==> src/rtl/inv_sbox_layer.sv <==
// Iterative inverse ASCON 5-bit S-box layer over a 320-bit state, LANES columns per cycle.
module inv_sbox_layer #(
  parameter int unsigned LANES = 8
) (
  input  logic         clock_i,
  input  logic         resetb_i,
  input  logic         start_i,
  input  logic [319:0] state_i,
  output logic [319:0] state_o,
  output logic         busy_o,
  output logic         done_o
);

  localparam int unsigned N  = 64 / LANES;
  localparam int unsigned CW = (N > 1) ? $clog2(N) : 1;

  // Reject lane counts that do not tile the 64 columns evenly.
  generate
    if (!(LANES == 1 || LANES == 2 || LANES == 4 || LANES == 8 ||
          LANES == 16 || LANES == 32 || LANES == 64)) begin : g_bad_lanes
      $error("inv_sbox_layer: LANES must be a power of two in 1..64");
    end
  endgenerate

  typedef enum logic [1:0] {
    S_IDLE = 2'd0,
    S_RUN  = 2'd1,
    S_DONE = 2'd2
  } fsm_e;

  fsm_e          fsm_q, fsm_d;
  logic [CW-1:0] cnt_q, cnt_d;
  logic [319:0]  work_q, work_d;
  logic [319:0]  run_d;
  logic          busy_q, busy_d;
  logic          done_q, done_d;

  // Inverse of the ASCON forward S-box, column value x0 is the MSB.
  function automatic logic [4:0] inv5(input logic [4:0] x);
    logic [4:0] y;
    case (x)
      5'h00: y = 5'h14; 5'h01: y = 5'h1a; 5'h02: y = 5'h07; 5'h03: y = 5'h0d;
      5'h04: y = 5'h00; 5'h05: y = 5'h09; 5'h06: y = 5'h0e; 5'h07: y = 5'h12;
      5'h08: y = 5'h0a; 5'h09: y = 5'h06; 5'h0a: y = 5'h1d; 5'h0b: y = 5'h01;
      5'h0c: y = 5'h19; 5'h0d: y = 5'h15; 5'h0e: y = 5'h13; 5'h0f: y = 5'h1e;
      5'h10: y = 5'h18; 5'h11: y = 5'h16; 5'h12: y = 5'h0b; 5'h13: y = 5'h11;
      5'h14: y = 5'h03; 5'h15: y = 5'h05; 5'h16: y = 5'h1c; 5'h17: y = 5'h1f;
      5'h18: y = 5'h17; 5'h19: y = 5'h1b; 5'h1a: y = 5'h04; 5'h1b: y = 5'h08;
      5'h1c: y = 5'h0f; 5'h1d: y = 5'h0c; 5'h1e: y = 5'h10; default: y = 5'h02;
    endcase
    return y;
  endfunction

  // Working state with the current chunk of columns replaced by their inverses.
  always_comb begin
    run_d = work_q;
    for (int l = 0; l < int'(LANES); l++) begin : g_lane
      logic [8:0] idx;
      logic [4:0] col;
      idx = 9'(9'(cnt_q) * 9'(LANES)) + 9'(l);
      col = {work_q[9'(256) + idx], work_q[9'(192) + idx], work_q[9'(128) + idx],
             work_q[9'(64) + idx], work_q[idx]};
      col = inv5(col);
      run_d[9'(256) + idx] = col[4];
      run_d[9'(192) + idx] = col[3];
      run_d[9'(128) + idx] = col[2];
      run_d[9'(64) + idx]  = col[1];
      run_d[idx]           = col[0];
    end
  end

  // Next-state, counter, datapath and registered Moore output decode.
  always_comb begin
    fsm_d  = fsm_q;
    cnt_d  = cnt_q;
    work_d = work_q;
    case (fsm_q)
      S_IDLE: begin
        if (start_i) begin
          work_d = state_i;
          cnt_d  = '0;
          fsm_d  = S_RUN;
        end
      end
      S_RUN: begin
        work_d = run_d;
        if (cnt_q == CW'(N - 1)) begin
          cnt_d = '0;
          fsm_d = S_DONE;
        end else begin
          cnt_d = CW'(cnt_q + 1'b1);
        end
      end
      S_DONE: begin
        if (start_i) begin
          work_d = state_i;
          cnt_d  = '0;
          fsm_d  = S_RUN;
        end else begin
          fsm_d = S_IDLE;
        end
      end
      default: fsm_d = S_IDLE;
    endcase
    busy_d = (fsm_d == S_RUN);
    done_d = (fsm_d == S_DONE);
  end

  // State register with synchronous active-low reset.
  always_ff @(posedge clock_i) begin
    if (!resetb_i) begin
      fsm_q  <= S_IDLE;
      cnt_q  <= '0;
      work_q <= '0;
      busy_q <= 1'b0;
      done_q <= 1'b0;
    end else begin
      fsm_q  <= fsm_d;
      cnt_q  <= cnt_d;
      work_q <= work_d;
      busy_q <= busy_d;
      done_q <= done_d;
    end
  end

  assign state_o = work_q;
  assign busy_o  = busy_q;
  assign done_o  = done_q;

endmodule

==> config.mk <==
export PLATFORM = sky130hd
export DESIGN_NAME = inv_sbox_layer
export DESIGN_NICKNAME = d
export VERILOG_FILES = /design/src/rtl/inv_sbox_layer.sv
export SDC_FILE = /design/constraint.sdc
export NUM_CORES = 1
export LEC_CHECK = 0
export BUFFER_PORTS_ARGS = -buffer_cell sky130_fd_sc_hd__buf_2
export CAP_MARGIN = 20
export CORE_AREA = 2 2 253 255
export DETAILED_ROUTE_END_ITERATION = 8
export DIE_AREA = 0 0 255 257
export GPL_TIMING_DRIVEN = 1
export PLACE_DENSITY = 0.62
export REMOVE_ABC_BUFFERS = 1
export SETUP_SLACK_MARGIN = 0.4
export SYNTH_ARGS = -nofsm -noshare
export SYNTH_HDL_FRONTEND = slang
export SYNTH_SLANG_ARGS = --single-unit
export TNS_END_PERCENT = 20
==> constraint.sdc <==
create_clock -name clock_i -period 3.25 [get_ports clock_i]
set_clock_uncertainty 0.15 [all_clocks]
set_input_delay 0.1625 -clock clock_i [delete_from_list [all_inputs] [get_ports clock_i]]
set_output_delay 0.1625 -clock clock_i [all_outputs]
set_load 0.02 [all_outputs]
Word-level counts from Yosys, hierarchy flattened
Memory sizes are Yosys's and may differ from the RTL's.
Cells that the tools add are included.
{"block": "classes", "bitwise_logic": 0, "eq_ne": 6, "shifts": 0, "reduce_logical": 44, "add_sub_neg": 40, "magnitude_cmp": 80, "div": 0, "n_mux": 209, "multipliers": 0}
{"op": "320-bit bitwise mux", "count": 40}
{"op": "320-bit one-hot mux with 2 select lines", "count": 1}
{"op": "1-bit binary-select mux with 9-bit select", "count": 39}
{"op": "1-bit demux with 9-bit select", "count": 39}
{"op": "320-bit 2-to-1 mux", "count": 1}
{"op": "9-bit by 10-bit < comparator with 1-bit output (second input constant)", "count": 25}
{"op": "9-bit by 1-bit greater-or-equal comparator with 1-bit output (second input constant)", "count": 24}
{"op": "8-bit by 7-bit adder with 9-bit output (first input constant)", "count": 14}
{"op": "1-bit 2-to-1 mux", "count": 81}
{"op": "7-bit by 10-bit < comparator with 1-bit output (second input constant)", "count": 7}
{"op": "8-bit by 10-bit < comparator with 1-bit output (second input constant)", "count": 7}
{"op": "8-bit by 1-bit greater-or-equal comparator with 1-bit output (second input constant)", "count": 8}
{"op": "9-bit by 7-bit adder with 9-bit output (first input constant)", "count": 7}
{"op": "7-bit by 7-bit adder with 8-bit output (first input constant)", "count": 7}
{"op": "7-bit by 1-bit greater-or-equal comparator with 1-bit output (second input constant)", "count": 7}
{"op": "1-bit logical AND", "count": 40}
{"op": "6-bit by 3-bit adder with 7-bit output (second input constant)", "count": 4}
{"op": "8-bit by 6-bit adder with 9-bit output (first input constant)", "count": 2}
{"op": "6-bit by 2-bit adder with 7-bit output (second input constant)", "count": 2}
{"op": "6-bit by 10-bit < comparator with 1-bit output (second input constant)", "count": 1}
{"op": "9-bit by 6-bit adder with 9-bit output (first input constant)", "count": 1}
{"op": "7-bit by 6-bit adder with 8-bit output (first input constant)", "count": 1}
{"op": "6-bit by 1-bit adder with 7-bit output (second input constant)", "count": 1}
{"op": "6-bit by 1-bit greater-or-equal comparator with 1-bit output (second input constant)", "count": 1}
{"op": "15 further kinds", "count": 19}
{"block": "word_totals", "n_memories": 8, "ramBits": 0, "out_inout_bits": 322, "latch_bits": 0, "input_bits": 323, "register_bits": 327, "word_cells": 392, "rom_bits": 1280}
{"name": "(name not given)", "words": 32, "word_bits": 5, "rd": 1, "rd_ports_with_merged_regs": 0, "write_ports": 0, "line_no": "41", "source": "case (x)"}
{"name": "(name not given)", "words": 32, "word_bits": 5, "rd": 1, "rd_ports_with_merged_regs": 0, "write_ports": 0, "line_no": "41"}
{"name": "(name not given)", "words": 32, "word_bits": 5, "rd": 1, "rd_ports_with_merged_regs": 0, "write_ports": 0, "line_no": "41"}
{"name": "(name not given)", "words": 32, "word_bits": 5, "rd": 1, "rd_ports_with_merged_regs": 0, "write_ports": 0, "line_no": "41"}
{"name": "(name not given)", "words": 32, "word_bits": 5, "rd": 1, "rd_ports_with_merged_regs": 0, "write_ports": 0, "line_no": "41"}
{"name": "(name not given)", "words": 32, "word_bits": 5, "rd": 1, "rd_ports_with_merged_regs": 0, "write_ports": 0, "line_no": "41"}
{"name": "+2 memories"}

Depth between registers and ports, before layout
Gate-level depths: netlist of the first run.
{"block": "logic_depth", "ltp_word": 46, "mapped_depth": 15}

Worst setup path after synthesis of the first run
Ideal clock, no wire load.
{"block": "synth_timing", "path_kind": "register -> register", "start": "register cnt_q[0]", "end": "register work_q[207] (netlist: state_o[207])", "path_buffers": 5, "arrival_ps": 2988, "setup_slack_ps": 42, "stages_incl_launch_ff": 16, "cell_sequence": "dfxtp_1 > buf_6 > buf_12 > buf_8 > buf_6 > buf_6 > mux2i_1 > a22oi_1 > nand3_1 > ha_1 > inv_1 > nor3_1 > a21oi_1 > xnor2_1 > o211ai_1 > a21oi_1"}
{"block": "synth_between", "elab_chain_cells": 46, "elab_cells_between_ends": 363, "cone_classes": "add/sub: 39; order compare: 78; mux: 199; reduce/logical: 39; memory: 8"}
{"element": "from (decl)", "line_no": "32", "source": "logic [CW-1:0] cnt_q, cnt_d;"}
{"element": "from (signal assigned)", "line_no": "119", "source": "cnt_q <= cnt_d;"}
{"element": "parallel branches: the longest is 44 deep, another holds 9-bit by 7-bit adder with 9-bit output"}
{"element": "320-bit bitwise mux *", "line_no": "68", "source": "run_d[idx] = col[0];"}
{"element": "320-bit one-hot mux with 2 select lines *", "line_no": "77", "source": "case (fsm_q)"}
{"element": "to (signal assigned)", "line_no": "120", "source": "work_q <= work_d;"}
{"element": "to (decl)", "line_no": "33", "source": "logic [319:0] work_q, work_d;"}
Every way passes the cells marked *. The select of a mux whose other input is x is not followed.
A chain may end at the register's enable or synchronous reset.

Worst setup path after layout of the first run
{"block": "layout_timing", "start": "register cnt_q[0]", "end": "register work_q[54] (netlist: state_o[54])"}
Same word-level chain as after synthesis.

==> results.tsv, run 1 <==
stage	metric	value	unit
clock_network	insertion_delay	0.58	ns
final_layout	drive_above_1_share	0.388	
clock_network	cts_tree	done	
synth	synth_top_area_cell	dfxtp_1	
grt	grt_pass1_vias	26077	
grt	grt_max_degree	201	
synth	synth.distinct_cells	101	
final_layout	final_core_util	0.539	
synth	synthCells	2499	
route	routed_via_density	6.02	
setup_path	worstRegToRegCells	13	
clock_network	numCtsBuffers	40	
setup_path	worstSetupStartpoint	cnt_q[0]	
clock_network	root_buffer	clkbuf_16	
min_path	hold_path_class	in2reg	
grt	overflow	0	
clock_network	htreeDepth	2	
die	fp.dieW	255	um
power_and_ir_drop	powerDensity	500	nW/um^2
timing	period_needed	3.13	ns
job	maxCapViolCount	0	
timing	report.final.slew_viol_count	0	
placed_design	hpwl	79500	um
route	vias	26980	
synth	synth_edf_count	0	
synth	ys.flop_type	dfxtp_1	
clock_network	clock_path_buffers	3	
route	wl_per_cell	26.6	um
synth	yosysTopAreaCellShare	0.306	
timing	worst_pin_slew	1.39	ns
power_and_ir_drop	vdd.ir_drop.worst	345	uV
timing	min_period_over_period	0.963	
grt	grt_pass1_wl	170000	um
die	start_util	0.342	
placed_design	gp_congestion	0.909	
run_status	status	completed	
route	drt_iter0_markers	3025	
die	die_h	257	um
timing	rsz0062_at_grt	true	
setup_path	cp.arrival	3.43	ns
min_path	min_from	start_i	
setup_path	cp_max_fo	7	
timing	slew_headroom	0.0735	
timing	finalSetupViolCount	0	
placed_design	dpl.cell_count	3976	
die	fp-row-count	92	
route	wl	119000	um
setup_path	crit_required	3.55	ns
clock_network	cts_num_sinks	327	
placed_design	io_buffers	644	
final_layout	nets	3981	
timing	worst_slack	0.121	ns
die	core_area	62700	sq um
placed_design	preCtsSetupSlack	0.0285	ns
setup_path	r2r_start	cnt_q[0]	
timing	whs	0.0350	ns
min_path	hold_path_depth	4	
clock_network	cts.clk_slew.worst_paths	0.06	ns
setup_path	worstSetupPathType	reg2reg	
synth	synthesis.area	21400	sq um
synth	ys_ff_latch	327	
route	drt-pass1-iter-count	6	
setup_path	crit_path_end_kind	flop	
synth	synth_area_leaders	dfxtp_1, a21oi_1, mux2i_1	
die	pin_count	645	
final_layout	layout.cells.non_filler	4480	
setup_path	rrSetupSlack	0.12	ns
route	drc	0	
grt	grt_usage	0.345	
timing	hold_viol_final	0	
synth	synthArstFlopShare	0	
timing	tns	0	ns
route	final_antenna_net_count	0	
setup_path	worst_setup_path_start_kind	flop	
die	dieArea	65500	sq um
timing	fmax	0.320	GHz
synth	ys_seq_area_frac	0.306	
synth	syn_area_per_cell	8.57	sq um
power_and_ir_drop	leakagePower	0.0145	uW
synth	yosysWarnings	0	
final_layout	synthToLayoutAreaGrowth	57.9	%
grt	antenna_found_initial	8	
[cell usage after synthesis, drive strengths merged (60+ instances only)]
cell type  number
o211ai        109
mux2i         121
a31oi          60
a221oi         97
nand2         119
buf            76
a21oi         252
o21ai         208
nand3         101
clkbuf        156
nor2b          74
dfxtp         327
nor2          174
[layout make-up]
cell class,count,area [sq um]
inverter,51,239
sequential,327,6560
tap,846,1060
antenna,3,7.51
timing repair buffer,1292,9730
multi-input combinational,1890,15000
clock buffer,62,1200
fill,5575,28900
clock inverter,9,60.1
[state kept, by name, summed over array words and instances, names as in the netlist]
register / count
done_o: 1
fsm_q: 2
busy_o: 1
state_o: 320
cnt_q: 3
[per-layer routing]
metal  vias to the layer above  track usage  part of all wire
met3                       435       0.0664             0.090
met5                         -            0                 0
met1                     12972        0.434              0.39
met2                      1786        0.556              0.46
met4                         0        0.185             0.060
li1                      11787            -                 -
[final timing paths]
kind,to
worst max-delay path,state_o[54]
worst min-delay path,state_o[278]
worst max register to register,state_o[54]
worst min register to register,state_o[0]
[cell usage in the layout (no fill, tap or decap), types with 71 or more instances in the layout]
| master | count |
|---|---|
| buf_4 | 240 |
| o21ai_0 | 177 |
| mux2i_1 | 97 |
| nor2b_1 | 71 |
| o211ai_1 | 108 |
| dlygate4sd3_1 | 321 |
| nand2_1 | 116 |
| buf_2 | 642 |
| nor2_1 | 145 |
| dfxtp_1 | 323 |
| nand3_1 | 90 |
| a21oi_1 | 238 |
[critical path: stages, from the launching register on]
cell	delay [ns]
dfxtp_4	0.39
buf_6	0.14
buf_12	0.12
buf_12	0.13
mux4_2	0.53
mux2i_4	0.28
inv_2	0.14
ha_2	0.21
inv_2	0.05
mux2i_1	0.07
mux2i_1	0.26
mux2i_4	0.17
a221oi_1	0.30
nor2_1	0.06
[where the power goes]
part	leakage, uW	switching [uW]	internal (uW)	total [uW]
clock network	0.000627	1920	2550	4470
logic	0.0112	4320	3250	7580
registers	0.00270	431	4420	4850
total	0.0145	6670	10200	16900
[stage by stage]
step                power (uW)  area [sq um]
global placement         10900         26800
global route             17500         33800
floorplan                 8300         20300
CTS                      16300         32700
finish                   16900         33800
detailed placement       10900         26900
[logic make-up (layout without fill, tap and decap cells)]
| kind of cell | after synthesis | after routing | share of synthesized area |
|---|---|---|---|
| xor+xnor | 19 | 19 | 0.00970 |
| flops | 327 | 327 | 0.306 |
| other cells | 0 | 3 | 0 |
| fa+ha+maj | 56 | 56 | 0.0327 |
| buf+inv | 283 | 1414 | 0.0617 |
| simple gates | 625 | 625 | 0.146 |
| mux | 201 | 202 | 0.130 |
| compound gates | 988 | 988 | 0.315 |
[timing repair]
item                                    4_1_cts  5_1_grt
gates resized for setup                     146      131
pin swaps                                    65       75
setup buffers                                60       41
endpoints found under the setup margin      315      320
hold endpoints to repair                    320        0
cloned                                        4        3
hold buffers                                321        0
(Power assumes the default switching activity.)
==> inputs of run 2 (changes only) <==
Settings changed: CORE_AREA 2 2 253 255 to 2 2 248 250, DIE_AREA 0 0 255 257 to 0 0 250 252, PLACE_DENSITY 0.62 to 0.64.
==> results.tsv, run 2 (synthesis gave the netlist of run 1 again) <==
stage	metric	value	unit	change
power_and_ir_drop	leakagePower	0.0147	uW	+1.2%
clock_network	cts.clk_slew.worst_paths	0.07	ns	about the same
setup_path	max_stage_delay	0.52	ns	about the same
timing	min_period_over_period	0.955		-0.00795
route	final_antenna_net_count	0		unchanged
grt	grt_usage	0.357		+0.0123
timing	report.final.slew_viol_count	0		unchanged
placed_design	preCtsSetupSlack	0.0265	ns	-0.00198 ns
grt	grt_pass1_wl	170000	um	about the same
final_layout	drive_above_1_share	0.398		+0.0105
final_layout	largest_reg_flops	320		unchanged
clock_network	htreeDepth	2		unchanged
grt	overflow	0		unchanged
placed_design	dpl.cell_count	3902		-1.9%
grt	grt_pass1_vias	25888		-0.72%
timing	rsz0062_at_grt	true		
timing	worst_pin_slew	1.27	ns	-0.119 ns
setup_path	crit_slowest_cell	mux4_2		
placed_design	io_buffers	644		unchanged
setup_path	rrSetupSlack	0.15	ns	+0.03 ns
setup_path	crit_required	3.56	ns	about the same
clock_network	root_buffer	clkbuf_16		
clock_network	insertion_delay	0.57	ns	about the same
route	vias	27244		+0.98%
clock_network	clock_path_buffers	3		unchanged
timing	hold_viol_final	0		unchanged
final_layout	layout.cells.non_filler	4435		-1.0%
min_path	min_to	state_o[278]		
run_status	status	completed		
timing	fmax	0.322	GHz	+0.83%
min_path	hold_path_depth	4		unchanged
grt	antenna_found_initial	3		-5
placed_design	hpwl	78300	um	-1.6%
die	core_area	60100	sq um	-4.1%
route	wl_per_cell	27.2	um	+2.0%
setup_path	worstSetupStartpoint	cnt_q[1]		
timing	worst_slack	0.146	ns	+0.0258 ns
timing	slew_headroom	0.152		+0.0783
setup_path	worstSetupPathType	reg2reg		
setup_path	critPathBufInv	4		-1
timing	finalSetupViolCount	0		unchanged
timing	period_needed	3.10	ns	-0.0258 ns
die	fp-row-count	90		-2.2%
final_layout	nets	4005		+0.60%
die	die_h	252	um	-1.9%
grt	gr-usage-met1	0.452		+0.0179
final_layout	final_common_cell	buf_2		
grt	grt_max_degree	179		-11%
clock_network	cts_num_sinks	327		unchanged
die	fp.dieW	250	um	-2.0%
final_layout	diodes	0		-3
setup_path	cpMostUsedCell	mux2i_4		
final_layout	final_cell_mix	buf_2, dfxtp_1, dlygate4sd3_1		
setup_path	critical_path.top_delay_family	multiplexers		
final_layout	synthToLayoutAreaGrowth	59.7	%	
grt	grt_use_met3	0.0663		about the same
setup_path	crit_path_end_kind	flop		
grt	busiest_layer	met2		
final_layout	nFillCells	5226		-6.3%
die	start_util	0.356		+0.0148
setup_path	r2r_start	cnt_q[1]		
setup_path	regToRegEndpoint	state_o[2]		
setup_path	worst_setup_path_start_kind	flop		
setup_path	path_cells	buf_16 > buf_12 > mux4_2 > mux2i_4 > ha_4 > inv_4 > mux2_4 > mux2i_4 > mux2i_4 > buf_12 > a22o_1 > a22o_1		
power_and_ir_drop	vdd.ir_drop.worst	331	uV	-4.0%
setup_path	worstRegToRegCells	12		-1
job	maxCapViolCount	0		unchanged
setup_path	cp_max_fo	8		+1
setup_path	cp.arrival	3.41	ns	-0.02 ns
min_path	min_from	start_i		
power_and_ir_drop	powerDensity	499	nW/um^2	about the same
clock_network	numCtsBuffers	39		-2.5%
route	drt_iter0_markers	2960		-2.1%
route	routed_via_density	6.14		+2.0%
route	drt-pass1-iter-count	6		unchanged
die	dieArea	63000	sq um	-3.9%
final_layout	final_core_util	0.569		+0.0298
route	drc	0		unchanged
clock_network	cts_tree	done		
die	pin_count	645		unchanged
route	wl	120000	um	+0.98%
grt	gr-usage-met2	0.583		+0.0277
placed_design	gp_congestion	0.927		+1.9%
min_path	hold_path_class	in2reg		
==> run 2: cell types whose count changed in the layout (fill, tap and decap cells not counted), sizes merged <==
cell      change
buf          +20
diode         -3
bufbuf        +2
bufinv        +2
clkbuf        -2
a221o         +1
clkinv        +1
clkinvlp      -1
inv           -1
mux2          -1
nor2          +1
==> run 2: layout make-up <==
class | instances | area (sq um) | share of cell area
clock buffers | 58 | 1200 | 0.0351
clock inverters | 10 | 105 | 0.00307
inverters | 51 | 241 | 0.00706
multi-input cells | 1891 | 15100 | 0.441
flip-flops and latches | 327 | 6560 | 0.192
well taps | 782 | 978 | 0.0286
repair buffers | 1316 | 10000 | 0.294
==> run 2: repair_timing <==
action	in CTS	in global routing
setup endpoints to repair	319	320
hold endpoints to repair	320	0
resized for setup	127	186
hold buffers	321	0
cloned	8	4
pin swaps	33	72
setup buffers	52	80
==> run 2: report_power, final <==
group / total (uW) / switching (uW) / internal, uW
sequential: 4850 / 431 / 4410
combinational: 7620 / 4360 / 3260
clock: 4620 / 1910 / 2710
==> run 2: through the flow <==
| stage | hold WS (ns) | TNS [ns] | cell area (sq um) | total power, uW |
|---|---|---|---|---|
| 2_1_floorplan | 0.129 | -1767.64 | 20300 | 8300 |
| 3_3_place_gp | 0.233 | 0 | 26700 | 10900 |
| 3_5_place_dp | 0.237 | 0 | 26700 | 10900 |
| 4_1_cts | 0.0157 | 0 | 32600 | 16300 |
| 5_1_grt | 0.0416 | 0 | 34200 | 17700 |
| 6_report | 0.0544 | 0 | 34200 | 17100 |
==> run 2: layer usage <==
layer / routed length, um / part of all wire / up-vias
li1: - / - / 11806
met1: 46400 / 0.39 / 13047
met2: 55700 / 0.46 / 1941
met3: 11400 / 0.094 / 450
met4: 6940 / 0.058 / 0
met5: 0 / 0 / -
==> run 2: worst max path at each step <==
stage | endpoint | slack (ns) | cells past startpoint
after floorplan | state_o[233] | -6.47 | 7
after global placement | state_o[8] | 0.05 | 11
after detailed placement | state_o[8] | 0.03 | 11
after CTS | state_o[309] | 0.18 | 10
after global routing | state_o[2] | 0.09 | 12
final | state_o[2] | 0.15 | 12
==> run 2: tightest hold or removal path: stages <==
cell and delay, ns:
buf_4 0.27, nand3_1 0.12, o211ai_1 0.09, a31oi_1 0.04
